`src/rtl/au_pkg.sv`:
```
// Shared AU library definitions: prefix-architecture encoding and config checks.
// Latency: n/a (package only).
// Backpressure: n/a (package only).
package au_pkg;

    localparam int AU_ARCH_RIPPLE      = 0;
    localparam int AU_ARCH_SKLANSKY    = 1;
    localparam int AU_ARCH_KOGGE_STONE = 2;
    localparam int AU_ARCH_BRENT_KUNG  = 3;

    // True when arch names one of the implemented prefix networks.
    function automatic bit au_arch_valid(input int arch);
        return (arch >= AU_ARCH_RIPPLE) && (arch <= AU_ARCH_BRENT_KUNG);
    endfunction

endpackage

```
`src/rtl/au_prefix_or.sv`:
```
// Prefix-OR network: y[i] = |x[i:0], structure chosen by ARCH.
// Latency: combinational, depth WIDTH-1 (ripple), log2 (Sklansky/KS), ~2*log2 (BK).
// Backpressure: none, pure combinational leaf.
module au_prefix_or
    import au_pkg::*;
#(
    parameter int WIDTH = 7,
    parameter int ARCH  = 0
) (
    input  logic [WIDTH-1:0] x,
    output logic [WIDTH-1:0] y
);

    localparam int L = $clog2(WIDTH);

    if (ARCH == AU_ARCH_RIPPLE) begin : g_ripple
        // Each bit gets its own scope so the chain is a clean net-per-stage.
        for (genvar i = 0; i < WIDTH; i++) begin : g_bit
            logic w_o;
            if (i == 0) begin : g_first
                assign w_o = x[0];
            end else begin : g_next
                assign w_o = g_bit[i-1].w_o | x[i];
            end
            assign y[i] = w_o;
        end
    end else if (ARCH == AU_ARCH_SKLANSKY) begin : g_sklansky
        // Stage l: upper half of each 2^l block ORs in the last bit of its lower half.
        for (genvar l = 0; l <= L; l++) begin : g_stg
            logic [WIDTH-1:0] w_v;
            if (l == 0) begin : g_in
                assign w_v = x;
            end else begin : g_op
                for (genvar i = 0; i < WIDTH; i++) begin : g_b
                    if (((i >> (l-1)) & 1) == 1) begin : g_comb
                        assign w_v[i] = g_stg[l-1].w_v[i] | g_stg[l-1].w_v[((i >> (l-1)) << (l-1)) - 1];
                    end else begin : g_pass
                        assign w_v[i] = g_stg[l-1].w_v[i];
                    end
                end
            end
        end
        assign y = g_stg[L].w_v;
    end else if (ARCH == AU_ARCH_KOGGE_STONE) begin : g_kogge_stone
        // Stage l: every bit ORs in the bit 2^(l-1) below it, full fan-out per level.
        for (genvar l = 0; l <= L; l++) begin : g_stg
            logic [WIDTH-1:0] w_v;
            if (l == 0) begin : g_in
                assign w_v = x;
            end else begin : g_op
                for (genvar i = 0; i < WIDTH; i++) begin : g_b
                    if (i >= (1 << (l-1))) begin : g_comb
                        assign w_v[i] = g_stg[l-1].w_v[i] | g_stg[l-1].w_v[i - (1 << (l-1))];
                    end else begin : g_pass
                        assign w_v[i] = g_stg[l-1].w_v[i];
                    end
                end
            end
        end
        assign y = g_stg[L].w_v;
    end else if (ARCH == AU_ARCH_BRENT_KUNG) begin : g_brent_kung
        // Stages 1..L are the up-sweep tree, L+1..2L the down-sweep fill-in.
        for (genvar s = 0; s <= 2*L; s++) begin : g_stg
            logic [WIDTH-1:0] w_v;
            if (s == 0) begin : g_in
                assign w_v = x;
            end else begin : g_op
                localparam int LV = (s <= L) ? (s - 1) : (2*L - s);
                localparam int SP = 1 << LV;
                for (genvar i = 0; i < WIDTH; i++) begin : g_b
                    if ((s <= L) ? (((i + 1) % (2*SP)) == 0)
                                 : ((((i + 1) % (2*SP)) == SP) && (i >= 2*SP))) begin : g_comb
                        assign w_v[i] = g_stg[s-1].w_v[i] | g_stg[s-1].w_v[i - SP];
                    end else begin : g_pass
                        assign w_v[i] = g_stg[s-1].w_v[i];
                    end
                end
            end
        end
        assign y = g_stg[2*L].w_v;
    end else begin : g_bad_arch
        $error("au_prefix_or: unsupported ARCH %0d", ARCH);
        assign y = x;
    end

endmodule

```
`src/rtl/au_absval.sv`:
```
// Two's-complement absolute value: z = a[MSB] ? -a : a (unsigned, most-negative maps to 2^(W-1)).
// Latency: 0 cycles, or exactly 1 cycle when AU_ABSVAL_OUTREG_EN is defined.
// Backpressure: none; accepts one word per cycle unconditionally.
module au_absval
    import au_pkg::*;
#(
    parameter int WIDTH = 8,
    parameter int ARCH  = 0
) (
    input  logic             clk,
    input  logic             rst,
    input  logic [WIDTH-1:0] a,
    output logic [WIDTH-1:0] z
);

    if (!au_arch_valid(ARCH) || (WIDTH < 2)) begin : g_bad_cfg
        $error("au_absval: unsupported configuration ARCH=%0d WIDTH=%0d", ARCH, WIDTH);
    end

    logic             w_s;
    logic [WIDTH-2:0] w_y;
    logic [WIDTH-1:0] w_p;
    logic [WIDTH-1:0] w_abs;

    assign w_s = a[WIDTH-1];

    // w_y[i] = |a[i:0]; bit i of the result flips when any lower bit is set.
    au_prefix_or #(
        .WIDTH (WIDTH - 1),
        .ARCH  (ARCH)
    ) u_prefix (
        .x (a[WIDTH-2:0]),
        .y (w_y)
    );

    assign w_p   = {w_y, 1'b0};
    assign w_abs = a ^ ({WIDTH{w_s}} & w_p);

`ifdef AU_ABSVAL_OUTREG_EN
    logic [WIDTH-1:0] r_z;

    // Output register: cleared asynchronously, reloaded with the new magnitude every cycle.
    always_ff @(posedge clk or posedge rst) begin
        if (rst) begin
            r_z <= '0;
        end else begin
            r_z <= w_abs;
        end
    end

    assign z = r_z;
`else
    // Clock and reset have no role in the combinational build.
    logic w_unused;
    assign w_unused = clk ^ rst;

    assign z = w_abs;
`endif

endmodule

```
`config.mk`:
```
export PLATFORM = sky130hd
export DESIGN_NAME = au_absval
export DESIGN_NICKNAME = d
export VERILOG_FILES = /design/src/rtl/au_pkg.sv /design/src/rtl/au_prefix_or.sv /design/src/rtl/au_absval.sv
export SDC_FILE = /design/constraint.sdc
export NUM_CORES = 1
export LEC_CHECK = 0
export ABC_AREA = 1
export CORE_AREA = 5 5 42 44
export DETAILED_ROUTE_END_ITERATION = 10
export DIE_AREA = 0 0 47 49
export SLEW_MARGIN = 20
export SYNTH_ARGS = -nofsm -noshare
export SYNTH_HDL_FRONTEND = slang
export SYNTH_HIERARCHICAL = 1
export SYNTH_SLANG_ARGS = --single-unit
```
`constraint.sdc`:
```
create_clock -name vclk -period 1.7
set_input_delay 0.425 -clock vclk [all_inputs]
set_output_delay 0.425 -clock vclk [all_outputs]
set_load 0.05 [all_outputs]
```
==> results of run 1 <==
-- power breakdown --
| part | leakage [nW] | internal (W) | switching, W |
|---|---|---|---|
| combinational | 0.309 | 0.0000917 | 0.000100 |
| sequential | 0 | 0 | 0 |
| clock | 0 | 0 | 0 |
-- area by class of cell --
class	count	area, um2
inverter	13	48.8
fill	155	835
timing repair buffer	26	314
tap	16	20.0
multi-input combinational	31	184
-- kinds of logic after synthesis --
group                  Yosys count
buffers and inverters           22
AND/OR/NAND/NOR                 31
-- cell usage after synthesis --
cell	n
nand2_1	20
inv_1	13
nand3_1	7
nor2_1	1
nor2_2	2
buf_4	8
buf_6	1
nand3_2	1
-- per-layer routing --
metal  GRT usage  share of wire
met1      0.0543           0.33
met2       0.111           0.54
met3           0          0.067
met4      0.0415          0.069
met5           0              0
-- path summary, 6_finish.rpt --
check,cells after the start,start,slack (ns),end
worst max-delay path,9,a[0],0.01,z[6]
worst min-delay path,3,a[0],1.18,z[0]
-- stage by stage --
stage | instances | power, W
global route | 86 | 0.000202
global placement | 85 | 0.000181
floorplan | 53 | 0.0000890
finish | 86 | 0.000192
detailed placement | 85 | 0.000184
CTS | 86 | 0.000190
-- timing repair --
item	in CTS	in global routing
pin swaps	9	5
gates cloned	0	0
setup buffers	1	0
gates resized for setup	33	5
endpoints found under the setup margin	7	3
-- worst max-delay path, delay by kind of cell --
kind | cells | cell delay [ns]
AND/OR/NAND/NOR | 7 | 0.60
buffers and inverters | 2 | 0.23
==> impl_metrics.py, run 1 <==
metrics = {
    "logic_synthesis": {
        "synth_warnings": 6,
        "synthAdderAreaFrac": 0,
        "synth_nets": 63,
        "synth_compound_area_frac": 0,
        "synth.avg_cell_area_um2": 4.84,
        "synth_top_family_by_area": "simple AND/OR/NAND/NOR gates",
        "syn-cell-area_um2": 256,
        "synth.area.top_cells": "nand2_1 (29%), buf_4 (23%), inv_1 (19%)",
        "ys_seq_area_frac": 0,
        "synthSimpleGateAreaFrac": 0.532,
        "yosysTopAreaCell": "nand2_1",
        "yosysTopAreaCellShare": 0.293,
        "synth_mux_area_frac": 0,
        "synthXorXnorAreaFrac": 0,
        "synth_cell_types": 8,
        "netlist_instances": 53,
    },
    "cells_and_area": {
        "area_growth_pct": 121,
        "register_area_um2": 0,
        "clkbuf_count": 0,
        "nNetsFinal": 82,
        "seq_cell_count": 0,
        "num_antenna_cells": 0,
        "fin_util": 0.404,
        "final_cell_mix": "nand2_1 (13), inv_1 (10), buf_12 (8), buf_4 (8), nand2_2 (7)",
        "drive_gt1_frac": 0.529,
        "final_common_cell": "nand2_1",
        "final_area_um2": 567,
    },
    "timing": {
        "tightest_slew_ns": 0.136,
        "finalHoldWorstSlack_ns": 1.18,
        "setup_viol": 0,
        "drv_slew": 0,
        "min_period_ns": 1.69,
        "grt_setup_unrepaired": "true",
        "final.setup.worst_slack_ns": 0.0116,
        "finalHoldViolCount": 0,
        "fin_crit_sh": 0.993,
        "setup_tns_ns": 0,
        "relSlewSlack": 0.909,
        "fmax_ghz": 0.592,
    },
    "worst_setup_path": {
        "path_class": "in -> out",
        "cpPeakStageDelay_ns": 0.14,
        "crit_fanout": 3,
        "cp_data_arrival_time_ns": 1.26,
        "crit_chain": "buf_8 > nor2_4 > nand3_4 > nor2_4 > nand2_2 > nand2_1 > nand2_1 > nand2_2 > buf_12",
        "cp-end-kind": "primary output",
        "crit_required_ns": 1.27,
        "cp_slowest_cell": "nor2_4",
        "cp-start-kind": "input pin",
    },
    "drt": {
        "wl_um": 741,
        "ant_nets": 0,
        "first_pass_iters": 4,
        "vias": 349,
        "drt-initial-drc-count": 1,
        "drc": 0,
        "avgRoutedWirePerCell_um": 8.62,
        "drt-vias-per-instance": 4.06,
    },
    "die": {
        "boundaryPins": 18,
        "start_util": 0.183,
        "die_area_um2": 2300,
        "coreArea_um2": 1400,
        "rows": 14,
        "die_y_um": 49,
        "die_w_um": 47,
    },
    "global_route": {
        "grt_pass1_vias": 325,
        "grt_pass1_wl_um": 1060,
        "grt_max_degree": 9,
        "grt_usage": 0.0582,
        "antenna_found_initial": 0,
        "grt-ovfl-total": 0,
    },
    "place": {
        "dp_slack_ns": -0.414,
        "place_congestion": 0.681,
        "port_buffers": 16,
        "dp_hpwl_um": 604,
        "place_area_um2": 526,
    },
    "power": {
        "leakagePower_nw": 0.309,
        "irDropWorstVdd_uv": 149,
        "power_density_nw_per_um2": 338,
    },
    "clocking": {
        "hold_buffers": 0,
    },
    "hold_path": {
        "min_path_type": "in -> out",
    },
    "run_status": {
        "status": "finished clean",
    },
    "flow_run": {
        "maxCapViolCount": 0,
    },
}
(Power assumes the default switching activity.)
==> run 2, diff against run 1 <==
--- a/config.mk
+++ b/config.mk
@@ -9,7 +9,6 @@
 export CORE_AREA = 5 5 42 44
 export DETAILED_ROUTE_END_ITERATION = 10
 export DIE_AREA = 0 0 47 49
-export SLEW_MARGIN = 20
 export SYNTH_ARGS = -nofsm -noshare
 export SYNTH_HDL_FRONTEND = slang
 export SYNTH_HIERARCHICAL = 1
==> results of run 2 <==
Final layout, timing and power as in run 1 (identical DEF).
